--- src/rtl/jtopl_eg_pkg.sv ---
// Shared types and constants for the OPL envelope generator.
package jtopl_eg_pkg;

   typedef enum logic [2:0] {
      ATTACK  = 3'd0,
      DECAY   = 3'd1,
      SUSTAIN = 3'd2,
      RELEASE = 3'd3,
      DAMP    = 3'd4
   } egState_t;

   // Sub-step patterns for rates below 48, indexed by rate[1:0]
   localparam logic [3:0][7:0] STEP_PAT = {8'b11111110, 8'b11101110,
                                           8'b11101010, 8'b10101010};

   // Base rate used while damping a voice before a new attack
   localparam logic [3:0] DAMP_RATE = 4'd12;

   // Effective rate from a 4-bit base rate and key scaling, clamped to 63.
   // A zero base rate always means the envelope is frozen.
   function automatic logic [5:0] calcRate(input logic [3:0] baseRate,
                                           input logic [3:0] keycode,
                                           input logic       ks);
      logic [6:0] sum;
      sum = {1'b0, baseRate, 2'b00} + (ks ? {3'b000, keycode} : {5'b00000, keycode[3:2]});
      if (baseRate == 4'd0)
         return 6'd0;
      else if (sum > 7'd63)
         return 6'd63;
      else
         return sum[5:0];
   endfunction

endpackage

--- src/rtl/jtopl_eg_step.sv ---
// Decides whether the envelope moves on this visit and by how much,
// from the effective rate and the global envelope counter.
module jtopl_eg_step
   import jtopl_eg_pkg::*;
(
   input  logic [5:0]  i_rate,
   input  logic [14:0] i_cnt,
   output logic        o_step,
   output logic [3:0]  o_inc
);

   logic [3:0]  w_shift;
   logic [14:0] w_mask;
   logic [2:0]  w_patIdx;

   // Slow rates step on a counter-derived pattern; fast rates step every visit
   always_comb begin
      w_shift  = 4'd12 - i_rate[5:2];
      w_mask   = (15'd1 << w_shift) - 15'd1;
      w_patIdx = 3'(i_cnt >> w_shift);
      o_step   = 1'b0;
      o_inc    = 4'd1;
      if (i_rate == 6'd0) begin
         o_step = 1'b0;
      end else if (i_rate >= 6'd48) begin
         o_step = 1'b1;
         case (i_rate[3:2])
            2'd0:    o_inc = 4'd1;
            2'd1:    o_inc = 4'd2;
            2'd2:    o_inc = 4'd4;
            default: o_inc = 4'd8;
         endcase
      end else begin
         o_step = ((i_cnt & w_mask) == 15'd0) && STEP_PAT[i_rate[1:0]][w_patIdx];
      end
   end

endmodule

--- src/rtl/jtopl_eg_mc.sv ---
// Time-multiplexed OPL envelope generator: one operator slot per cen,
// per-slot state kept in a circular store that rotates once per cen.
module jtopl_eg_mc
   import jtopl_eg_pkg::*;
#(
   parameter int CH      = 9,
   parameter int OPS     = 2,
   parameter int EGW     = 10,
   parameter int DAMP_EN = 1
)(
   input  logic           i_clk,
   input  logic           i_rst,
   input  logic           i_cen,
   input  logic           i_zero,
   input  logic           i_eg_stop,
   input  logic           i_keyon,
   input  logic           i_en_sus,
   input  logic [3:0]     i_arate,
   input  logic [3:0]     i_drate,
   input  logic [3:0]     i_rrate,
   input  logic [3:0]     i_sl,
   input  logic [3:0]     i_keycode,
   input  logic           i_ks,
   input  logic [6:0]     i_tl,
   input  logic           i_amsen,
   input  logic           i_ams,
   input  logic [6:0]     i_lfo_mod,
   output logic [EGW-1:0] o_eg_out,
   output logic           o_pg_rst,
   output logic           o_slot0_out
);

   localparam int             SLOTS  = CH * OPS;
   localparam logic [EGW-1:0] MAXATT = '1;

   logic [EGW-1:0] r_attn [SLOTS];
   egState_t       r_state [SLOTS];
   logic [SLOTS-1:0] r_key;
   logic [14:0]    r_cnt;

   logic [EGW-1:0] r_attn1;
   logic [6:0]     r_tl1;
   logic [6:0]     r_am1;
   logic           r_pg1;
   logic           r_zero1;

   logic [EGW-1:0] w_attn;
   egState_t       w_state;
   logic           w_last;
   logic [3:0]     w_rSel;
   logic [5:0]     w_rate;
   logic           w_stepRaw;
   logic           w_step;
   logic [3:0]     w_inc;
   logic [EGW-1:0] w_atkDec;
   logic [EGW-1:0] w_atkNext;
   logic [EGW:0]   w_incSum;
   logic [EGW-1:0] w_incNext;
   logic           w_atkFast;
   logic           w_keyOnEdge;
   logic           w_keyOffEdge;
   logic [EGW-1:0] w_nextAttn;
   egState_t       w_nextState;
   logic           w_pg;
   logic [6:0]     w_am;
   logic [EGW+1:0] w_sum;
   logic [EGW-1:0] w_egNext;

   assign w_attn       = r_attn[0];
   assign w_state      = r_state[0];
   assign w_last       = r_key[0];
   assign w_keyOnEdge  = i_keyon & ~w_last;
   assign w_keyOffEdge = ~i_keyon & w_last;

   // Base rate follows the state the slot is in at the start of the visit
   always_comb begin
      case (w_state)
         ATTACK:  w_rSel = i_arate;
         DECAY:   w_rSel = i_drate;
         DAMP:    w_rSel = DAMP_RATE;
         default: w_rSel = i_rrate;
      endcase
   end

   assign w_rate    = calcRate(w_rSel, i_keycode, i_ks);
   assign w_atkFast = calcRate(i_arate, i_keycode, i_ks) >= 6'd60;

   jtopl_eg_step u_step (
      .i_rate (w_rate),
      .i_cnt  (r_cnt),
      .o_step (w_stepRaw),
      .o_inc  (w_inc)
   );

   assign w_step    = w_stepRaw & ~i_eg_stop;
   assign w_atkDec  = (w_attn >> 3) + {{(EGW-4){1'b0}}, w_inc};
   assign w_atkNext = (w_attn > w_atkDec) ? (w_attn - w_atkDec) : '0;
   assign w_incSum  = {1'b0, w_attn} + {{(EGW-3){1'b0}}, w_inc};
   assign w_incNext = w_incSum[EGW] ? MAXATT : w_incSum[EGW-1:0];

   // Key edges take priority over stepping; otherwise advance within the state
   always_comb begin
      w_nextAttn  = w_attn;
      w_nextState = w_state;
      w_pg        = 1'b0;
      if (w_keyOffEdge) begin
         w_nextState = RELEASE;
      end else if (w_keyOnEdge) begin
         if (DAMP_EN != 0 && w_attn != MAXATT) begin
            w_nextState = DAMP;
         end else begin
            w_nextState = ATTACK;
            w_pg        = 1'b1;
            if (w_atkFast)
               w_nextAttn = '0;
         end
      end else begin
         case (w_state)
            ATTACK: begin
               if (w_step)
                  w_nextAttn = (w_rate >= 6'd60) ? '0 : w_atkNext;
               if (w_nextAttn == '0)
                  w_nextState = DECAY;
            end
            DECAY: begin
               if (w_step)
                  w_nextAttn = w_incNext;
               if ((i_sl == 4'hF) ? (w_nextAttn == MAXATT)
                                  : (w_nextAttn[EGW-1:EGW-4] >= i_sl))
                  w_nextState = SUSTAIN;
            end
            SUSTAIN: begin
               if (!i_en_sus && w_step)
                  w_nextAttn = w_incNext;
            end
            DAMP: begin
               if (w_step)
                  w_nextAttn = w_incNext;
               if (w_nextAttn == MAXATT) begin
                  w_nextState = ATTACK;
                  w_pg        = 1'b1;
               end
            end
            default: begin
               if (w_step)
                  w_nextAttn = w_incNext;
            end
         endcase
      end
   end

   assign w_am     = i_amsen ? (i_ams ? i_lfo_mod : {2'b00, i_lfo_mod[6:2]}) : 7'd0;
   assign w_sum    = {2'b00, r_attn1} + {2'b00, r_tl1, {(EGW-7){1'b0}}}
                   + {{(EGW-5){1'b0}}, r_am1};
   assign w_egNext = (w_sum > {2'b00, MAXATT}) ? MAXATT : w_sum[EGW-1:0];

   // Rotate slot storage, run the global counter and the two output stages
   always_ff @(posedge i_clk) begin
      if (i_rst) begin
         for (int k = 0; k < SLOTS; k++) begin
            r_attn[k]  <= MAXATT;
            r_state[k] <= RELEASE;
         end
         r_key       <= '0;
         r_cnt       <= '0;
         r_attn1     <= MAXATT;
         r_tl1       <= '0;
         r_am1       <= '0;
         r_pg1       <= 1'b0;
         r_zero1     <= 1'b0;
         o_eg_out    <= MAXATT;
         o_pg_rst    <= 1'b0;
         o_slot0_out <= 1'b0;
      end else if (i_cen) begin
         for (int k = 0; k < SLOTS-1; k++) begin
            r_attn[k]  <= r_attn[k+1];
            r_state[k] <= r_state[k+1];
         end
         r_attn[SLOTS-1]  <= w_nextAttn;
         r_state[SLOTS-1] <= w_nextState;
         r_key            <= {i_keyon, r_key[SLOTS-1:1]};
         if (i_zero && !i_eg_stop)
            r_cnt <= r_cnt + 15'd1;
         r_attn1     <= w_nextAttn;
         r_tl1       <= i_tl;
         r_am1       <= w_am;
         r_pg1       <= w_pg;
         r_zero1     <= i_zero;
         o_eg_out    <= w_egNext;
         o_pg_rst    <= r_pg1;
         o_slot0_out <= r_zero1;
      end
   end

endmodule

--- config.mk ---
export PLATFORM = sky130hd
export DESIGN_NAME = jtopl_eg_mc
export DESIGN_NICKNAME = d
export VERILOG_FILES = /design/src/rtl/jtopl_eg_pkg.sv /design/src/rtl/jtopl_eg_step.sv /design/src/rtl/jtopl_eg_mc.sv
export SDC_FILE = /design/constraint.sdc
export NUM_CORES = 1
export LEC_CHECK = 0
export ABC_AREA = 1
export CAP_MARGIN = 20
export CORE_AREA = 10 10 153 212
export DETAILED_ROUTE_END_ITERATION = 10
export DIE_AREA = 0 0 163 222
export PLACE_DENSITY = 0.75
export SYNTH_ARGS = -nofsm -noshare
export SYNTH_HDL_FRONTEND = slang
export SYNTH_HIERARCHICAL = 1
export SYNTH_SLANG_ARGS = --single-unit
--- constraint.sdc ---
create_clock -name i_clk -period 9.6 [get_ports i_clk]
set_input_delay 1.92 -clock i_clk [delete_from_list [all_inputs] [get_ports i_clk]]
set_output_delay 1.92 -clock i_clk [all_outputs]
set_load 0.02 [all_outputs]
; ---- After elaboration in Yosys (flattened, before gate mapping)
; Memory sizes are Yosys's and may differ from the RTL's.
; Index checks and enable logic that the tools add are counted.
[op_classes]
addsub = 10
n_lt_le_gt_ge = 10
eq_ne = 9
shifts = 2
muxes = 92
bitwise = 43
n_reduce_logical = 13
[ops]
columns = op, n
row1 = 10-bit two-way mux, 38
row2 = 3-bit two-way mux, 24
row3 = 10-bit one-hot mux with 4 select lines, 1
row4 = 1-bit OR, 36
row5 = 6-bit two-way mux, 4
row6 = 4-bit one-hot mux with 3 select lines, 2
row7 = "10-bit == test, second input constant", 2
row8 = "6-bit greater-or-equal comparator, second input constant", 3
row9 = 8-bit binary-select mux with 2-bit select, 1
row10 = "15-bit by 1-bit adder with 15-bit output, second input constant", 1
row11 = 15-bit bitwise AND, 1
row12 = 15-bit zero test, 1
row13 = "1-bit by 4-bit left shift with 15-bit output, first input constant", 1
row14 = 15-bit by 4-bit >> shifter with 3-bit output, 1
row15 = "15-bit by 1-bit subtractor with 15-bit output, second input constant", 1
row16 = "7-bit by 6-bit > comparator with 1-bit output, second input constant", 2
row17 = 1-bit two-way mux, 14
row18 = 7-bit two-way mux, 2
row19 = 11-bit by 7-bit adder with 12-bit output, 1
row20 = "12-bit by 10-bit > comparator with 1-bit output, second input constant", 1
row21 = 4-bit two-way mux, 3
row22 = 10-bit by 10-bit adder with 11-bit output, 1
row23 = 10-bit by 4-bit adder with 11-bit output, 1
row24 = 10-bit by 8-bit > comparator with 1-bit output, 1
row25 = 28 further kinds, 36
[word_totals]
register_bits = 71
ramBits = 234
inputBits = 44
mem_count = 2
[mem_list]
columns = memory, depth, word_bits, read_ports, rd_ports_with_merged_regs, wr, line_no
row1 = r_attn, 18, 10, 18, 0, 18, jtopl_eg_mc.sv:36  ; logic [EGW-1:0] r_attn [SLOTS];
row2 = r_state, 18, 3, 18, 0, 18, jtopl_eg_mc.sv:37  ; egState_t r_state [SLOTS];

; ---- Longest topological paths before layout
; Gate-level depths: netlist of the first run.
; An unclocked memory read counts as a cell.
[depth]
word_depth = 27
ltp_mapped = 51
depth_no_buf = 49

; ---- Hierarchy
; The synthesis of the first run kept the hierarchy.
[modules_own_cells]
columns = module, n_inst, cells_per_inst, area_each_um2, seq_area_each_um2
row1 = jtopl_eg_mc, 1, 1328, 14191.1, 8448.1
row2 = jtopl_eg_step, 1, 264, 1229.9, 0.0

; ---- Least setup slack after synthesis of the first run
; Ideal clock, no wire load.
[synth_timing]
path_type = input -> register
startpoint = in i_cen
endpoint = mem r_attn[0][0] (enable)
setup_ns = 0.690
arrival_ns = 8.657
required_time_ns = 8.910
slack_ns = 0.253
stages = 3
cell_sequence = nor2_1 inv_1 clkbuf_1
[synth_rtl]
columns = element, line_no
row1 = from (decl), jtopl_eg_mc.sv:13  ; input logic i_cen,
row2 = to (decl), jtopl_eg_mc.sv:36

==> results of run 1 <==
==> logic make-up (layout without fill, tap and decap cells) <==
| logic type | Yosys count | count (layout) |
|---|---|---|
| AO/OA/AOI/OAI | 207 | 207 |
| XOR/XNOR | 19 | 19 |
| adder cells (fa/ha/maj) | 57 | 57 |
| buffers and inverters | 232 | 297 |
| flip-flops | 305 | 305 |
| multiplexers | 3 | 3 |
| other | 0 | 1 |
| AND/OR/NAND/NOR | 769 | 769 |
==> worst paths after layout <==
check	endpoint	cells after the start	slack (ns)	startpoint
min	r_pg1$_SDFFE_PP0P_	2	0.46	r_pg1$_SDFFE_PP0P_
max reg2reg	r_state[0][52]$_SDFFCE_PP1P_	43	1.99	r_state[0][2]$_SDFFCE_PN0P_
max	r_state[0][52]$_SDFFCE_PP1P_	43	1.30	i_arate[0]
min reg2reg	r_pg1$_SDFFE_PP0P_	2	0.46	r_pg1$_SDFFE_PP0P_
==> per-layer routing <==
metal	part of all wire	global-route usage	vias to the layer above
li1	-	-	5428
met1	0.39	0.224	5177
met2	0.53	0.345	181
met3	0.029	0.0234	92
met4	0.051	0.0983	0
met5	0	0	-
==> cell usage after synthesis, drive strengths merged (19+ instances only) <==
library cell / instances / area, sq um
clkbuf: 40 / 160
o21ai: 73 / 392
inv: 175 / 657
edfxtp: 234 / 7030
a21oi: 72 / 360
o22ai: 19 / 119
nand3: 121 / 666
ha: 47 / 588
or2: 206 / 1290
nand2: 269 / 1050
nor2: 132 / 556
dfxtp: 71 / 1420
==> stage by stage <==
stage | setup WS, ns | hold WS (ns) | power [mW] | instance area (sq um) | instances
3_3_place_gp | 0.940 | 0.440 | 1.97 | 16300 | 1977
6_report | 1.30 | 0.464 | 3.02 | 17200 | 2033
3_5_place_dp | 0.770 | 0.448 | 1.97 | 16300 | 1977
5_1_grt | 0.547 | 0.487 | 3.16 | 17200 | 2033
4_1_cts | 1.36 | 0.460 | 3.04 | 17100 | 2031
2_1_floorplan | 0.253 | 0.427 | 1.84 | 15400 | 1592
==> worst min-delay path, delay by kind of cell (launching register included) <==
kind	cells	cell delay, ns
DFF	1	0.32
and+or+nand+nor	2	0.10
==> state kept, by name (all words and copies together), names as in the netlist <==
signal	count
r_tl1	7
r_pg1	1
r_zero1	1
r_attn1	10
o_pg_rst	1
r_state	54
r_am1	7
r_attn	180
r_key	18
r_cnt	15
o_eg_out	10
o_slot0_out	1
==> report_power, final <==
part | leakage, nW | internal [mW] | switching [mW]
logic | 3.20 | 0.169 | 0.326
clock network | 0.428 | 0.580 | 0.490
registers | 2.39 | 1.44 | 0.0134
total | 6.02 | 2.19 | 0.829
==> cell type report <==
| class | count | area (sq um) | area share |
|---|---|---|---|
| timing repair buffer | 64 | 651 | 0.0379 |
| tap | 375 | 469 | 0.0273 |
| sequential | 305 | 8450 | 0.492 |
| clock inverter | 12 | 76.3 | 0.00444 |
| antenna | 1 | 2.50 | 0.000146 |
| multi-input combinational | 1055 | 6050 | 0.352 |
| clock buffer | 42 | 796 | 0.0463 |
| inverter | 179 | 684 | 0.0398 |
==> impl_metrics.env, run 1 <==
export IMPL_run_status="finished, final reports clean"
export IMPL_synth_adder_area_share=0.0511
export IMPL_numPortBuffers=55
export IMPL_critPathBufInv=11
export IMPL_syn2layout_area_growth_pct=11.4
export IMPL_die_area_sq_mm=0.0362
export IMPL_yosysWarnings=6
export IMPL_fp_row_count=73
export IMPL_worstHoldPathType="reg2reg"
export IMPL_slew_headroom=0.342
export IMPL_drt_antenna_violating_nets=0
export IMPL_ys_ff_latch=305
export IMPL_overflow=0
export IMPL_cts_resized=0
export IMPL_startpoint_type="input pin"
export IMPL_synth_compound_area_frac=0.0783
export IMPL_synth_edf_count=234
export IMPL_ys_seq_area_frac=0.548
export IMPL_drt_pass1_iterations=5
export IMPL_post_drt_wl_per_cell_um=17.4
export IMPL_nFillCells=2395
export IMPL_power_density_mw_per_mm2=176
export IMPL_hpwlAfterDp_mm=24.9
export IMPL_drt_iter0_markers=670
export IMPL_grt_usage=0.195
export IMPL_hold_buffers=0
export IMPL_hold_violations=0
export IMPL_htreeDepth=1
export IMPL_die_h_um=222
export IMPL_synth_nets=1693
export IMPL_yosysUniqueCellTypes=53
export IMPL_finalWirelength_mm=35.3
export IMPL_cp_common_cell="nand2_1"
export IMPL_post_cts_setup_buffer_count=0
export IMPL_clock_latency_ns=0.57
export IMPL_synth_simple_area_share=0.250
export IMPL_core_area_sq_mm=0.0283
export IMPL_end_kind="flip-flop"
export IMPL_cp_data_required_time_ns=9.90
export IMPL_nNetsFinal=1735
export IMPL_crit_slowest_cell="clkdlybuf4s50_1"
export IMPL_critPathMaxFanout=21
export IMPL_tightest_slew_ns=0.984
export IMPL_cts_sinks=305
export IMPL_cts_root_buf="clkbuf_16"
export IMPL_gp_congestion=0.939
export IMPL_clk_path_buf_depth=3
export IMPL_cts_buffers=29
export IMPL_clk_pin_slew_worst_paths_ns=0.07
export IMPL_setup_viol=0
export IMPL_synthXorXnorAreaFrac=0.0108
export IMPL_max_clock_freq_ghz=0.121
export IMPL_maxCapViolCount=0
export IMPL_ir_worst_vdd_v=0.000180
export IMPL_synthCells=1592
export IMPL_ios=56
export IMPL_crit_type="in2reg"
export IMPL_final_common_cell="nand2_1"
export IMPL_rsz0062_at_grt="false"
export IMPL_drive_gt1_frac=0.191
export IMPL_finalCriticalPeriod_ns=8.30
export IMPL_fin_util=0.607
export IMPL_die_x_um=163
export IMPL_vias_per_cell=5.35
export IMPL_grt_pass1_wl_mm=56.9
export IMPL_finClkSkew_ns=0.0182
export IMPL_synth_flop_cell="edfxtp_1"
export IMPL_drc=0
export IMPL_cts_tree="done"
export IMPL_netlist_area_sq_mm=0.0154
export IMPL_num_vias=10878
export IMPL_p_leak_nw=6.02
export IMPL_grt_pass1_vias=10876
export IMPL_synth_top_family_by_area="simple AND/OR/NAND/NOR gates"
export IMPL_final_cell_mix="nand2_1, edfxtp_1, or2_2"
export IMPL_syn_avg_cell_area_sq_um=9.69
export IMPL_synthArstFlopShare=0
export IMPL_slowest_delay_ns=0.48
export IMPL_final_period_utilization=0.864
export IMPL_initial_core_util=0.545
export IMPL_tns_ns=0
export IMPL_grt_max_degree=149
export IMPL_slew_violations=0
export IMPL_arrival_ns=8.60
export IMPL_antenna_found_initial=1
export IMPL_muxShareOfSynthArea=0.00195
export IMPL_critical_path_top_delay_family="simple AND/OR/NAND/NOR gates"
No activity file was read; power rests on OpenSTA's default activity.
==> run 2, diff against run 1 <==
Settings changed: PLACE_DENSITY 0.75 to 0.74.
==> run 2 against run 1 <==
  * Cell area up 0.32%
  * Combinational power is 0.8% lower
  * Core utilization up 0.19 points
  * Clock skew is 0.0050 ns lower
  * Sequential share of layout area decreased by 0.16 points
  * Die area stayed put
  * Sequential power about the same
  * Maximum frequency is 3.5% lower
  * Setup slack worse by 0.30 ns
  * First-iteration DRC count up 25%
==> impl_metrics.env, run 2 (same netlist as run 1, synthesis figures left out) <==
export IMPL_cp_data_required_time_ns=9.89
export IMPL_crit_type="in2reg"
export IMPL_num_vias=10998
export IMPL_regMostFlops="r_attn"
export IMPL_multi_input_area_sq_mm=0.00605
export IMPL_use_met1=0.227
export IMPL_drive_gt1_frac=0.194
export IMPL_nFillCells=2398
export IMPL_drt_antenna_violating_nets=0
export IMPL_largest_reg_flops=180
export IMPL_startpoint_type="input pin"
export IMPL_rsz0062_at_grt="false"
export IMPL_ir_worst_vdd_v=0.000180
export IMPL_busiest_layer="met2"
export IMPL_finClkSkew_ns=0.0132
export IMPL_hold_ws_ns=0.458
export IMPL_reg_largest_list="r_attn x180, r_state x54, r_key x18"
export IMPL_clk_path_buf_depth=3
export IMPL_hold_buffers=0
export IMPL_drc=0
export IMPL_final_period_utilization=0.896
export IMPL_critPathBufInv=13
export IMPL_cp_common_cell="nand2_1"
export IMPL_clock_latency_ns=0.56
export IMPL_ios=56
export IMPL_end_kind="flip-flop"
export IMPL_slew_headroom=0.350
export IMPL_core_area_sq_mm=0.0283
export IMPL_cts_tree="done"
export IMPL_nNetsFinal=1731
export IMPL_overflow=0
export IMPL_hold_violations=0
export IMPL_fin_cells=2028
export IMPL_clk_pin_slew_worst_paths_ns=0.08
export IMPL_drt_iter0_markers=836
export IMPL_die_area_sq_mm=0.0362
export IMPL_post_cts_setup_buffer_count=0
export IMPL_worst_slack_ns=0.999
export IMPL_cts_root_buf="clkbuf_16"
export IMPL_grt_usage=0.192
export IMPL_use_met2=0.337
export IMPL_numPortBuffers=55
export IMPL_tns_ns=0
export IMPL_die_x_um=163
export IMPL_final_common_cell="nand2_1"
export IMPL_vias_per_cell=5.42
export IMPL_cts_resized=0
export IMPL_gp_congestion=0.980
export IMPL_drt_pass1_iterations=7
export IMPL_final_cell_mix="nand2_1, edfxtp_1, or2_2"
export IMPL_grt_max_degree=144
export IMPL_tightest_slew_ns=0.971
export IMPL_cts_buffers=28
export IMPL_slowest_delay_ns=0.48
export IMPL_run_status="finished, final reports clean"
export IMPL_place_inst=1975
export IMPL_antenna_found_initial=1
export IMPL_max_clock_freq_ghz=0.116
export IMPL_regArea_sq_mm=0.00845
export IMPL_maxCapViolCount=0
export IMPL_syn2layout_area_growth_pct=11.8
export IMPL_dp_slack_ns=0.581
export IMPL_finalCriticalPeriod_ns=8.60
export IMPL_cts_sinks=305
export IMPL_crit_slowest_cell="clkdlybuf4s50_1"
export IMPL_die_h_um=222
export IMPL_critical_path_top_delay_family="buffers and inverters"
export IMPL_worstHoldPathType="reg2reg"
export IMPL_htreeDepth=1
export IMPL_finalWirelength_mm=34.7
export IMPL_fp_row_count=73
export IMPL_met3_usage=0.0227
export IMPL_p_leak_nw=6.04
export IMPL_post_drt_wl_per_cell_um=17.1
export IMPL_arrival_ns=8.89
export IMPL_fin_util=0.609
export IMPL_power_density_mw_per_mm2=180
export IMPL_slew_violations=0
export IMPL_grt_pass1_wl_mm=56.5
export IMPL_setup_viol=0
export IMPL_initial_core_util=0.545
export IMPL_hpwlAfterDp_mm=24.3
export IMPL_critPathMaxFanout=21
export IMPL_grt_pass1_vias=10726
[run 2: changes by cell type in the layout (fill, tap and decap cells not counted), sizes merged]
| cell | before | now |
|---|---|---|
| clkinv | 8 | 18 |
| inv | 181 | 177 |
| clkbuf | 42 | 30 |
| bufinv | 0 | 4 |
| buf | 9 | 6 |
[run 2: metrics by stage]
stage | total power, mW | instance area [sq um]
floorplan | 1.84 | 15400
global placement | 1.96 | 16300
detailed placement | 1.97 | 16300
CTS | 3.13 | 17200
global route | 3.24 | 17200
finish | 3.11 | 17200
[run 2: worst min-delay path, cell delays in order (launching register included)]
cell and delay [ns]:
dfxtp_1 0.32, nand2_1 0.06, nand2_1 0.04
[run 2: worst paths after layout]
check	start	to	slack, ns	cells past startpoint
worst max-delay path	i_arate[0]	r_state[0][52]$_SDFFCE_PP1P_	1.0	44
worst min-delay path	r_pg1$_SDFFE_PP0P_	r_pg1$_SDFFE_PP0P_	0.46	2
worst max register to register	r_state[0][2]$_SDFFCE_PN0P_	r_state[0][52]$_SDFFCE_PP1P_	1.66	44
worst min register to register	r_pg1$_SDFFE_PP0P_	r_pg1$_SDFFE_PP0P_	0.46	2
[run 2: per-layer routing]
layer	up-vias	wire [um]
li1	5405	-
met1	5263	13700
met2	234	18100
met3	96	1230
met4	0	1720
met5	-	0
[run 2: area by class of cell]
type | instances | area share
clock inverter | 22 | 0.0134
tap | 375 | 0.0272
sequential | 305 | 0.490
antenna | 1 | 0.000145
multi-input combinational | 1055 | 0.351
clock buffer | 30 | 0.0429
inverter | 179 | 0.0397
timing repair buffer | 61 | 0.0353
[run 2: where the power goes]
group / switching, mW / total (mW) / internal (mW)
logic: 0.324 / 0.491 / 0.167
registers: 0.0130 / 1.45 / 1.44
clock network: 0.495 / 1.16 / 0.669
==> run 3, diff against run 2 <==
Settings changed: CTS_CLUSTER_DIAMETER set to 150.
==> results of run 3 <==
No change in the layout: final DEF, timing and power equal those of run 2.
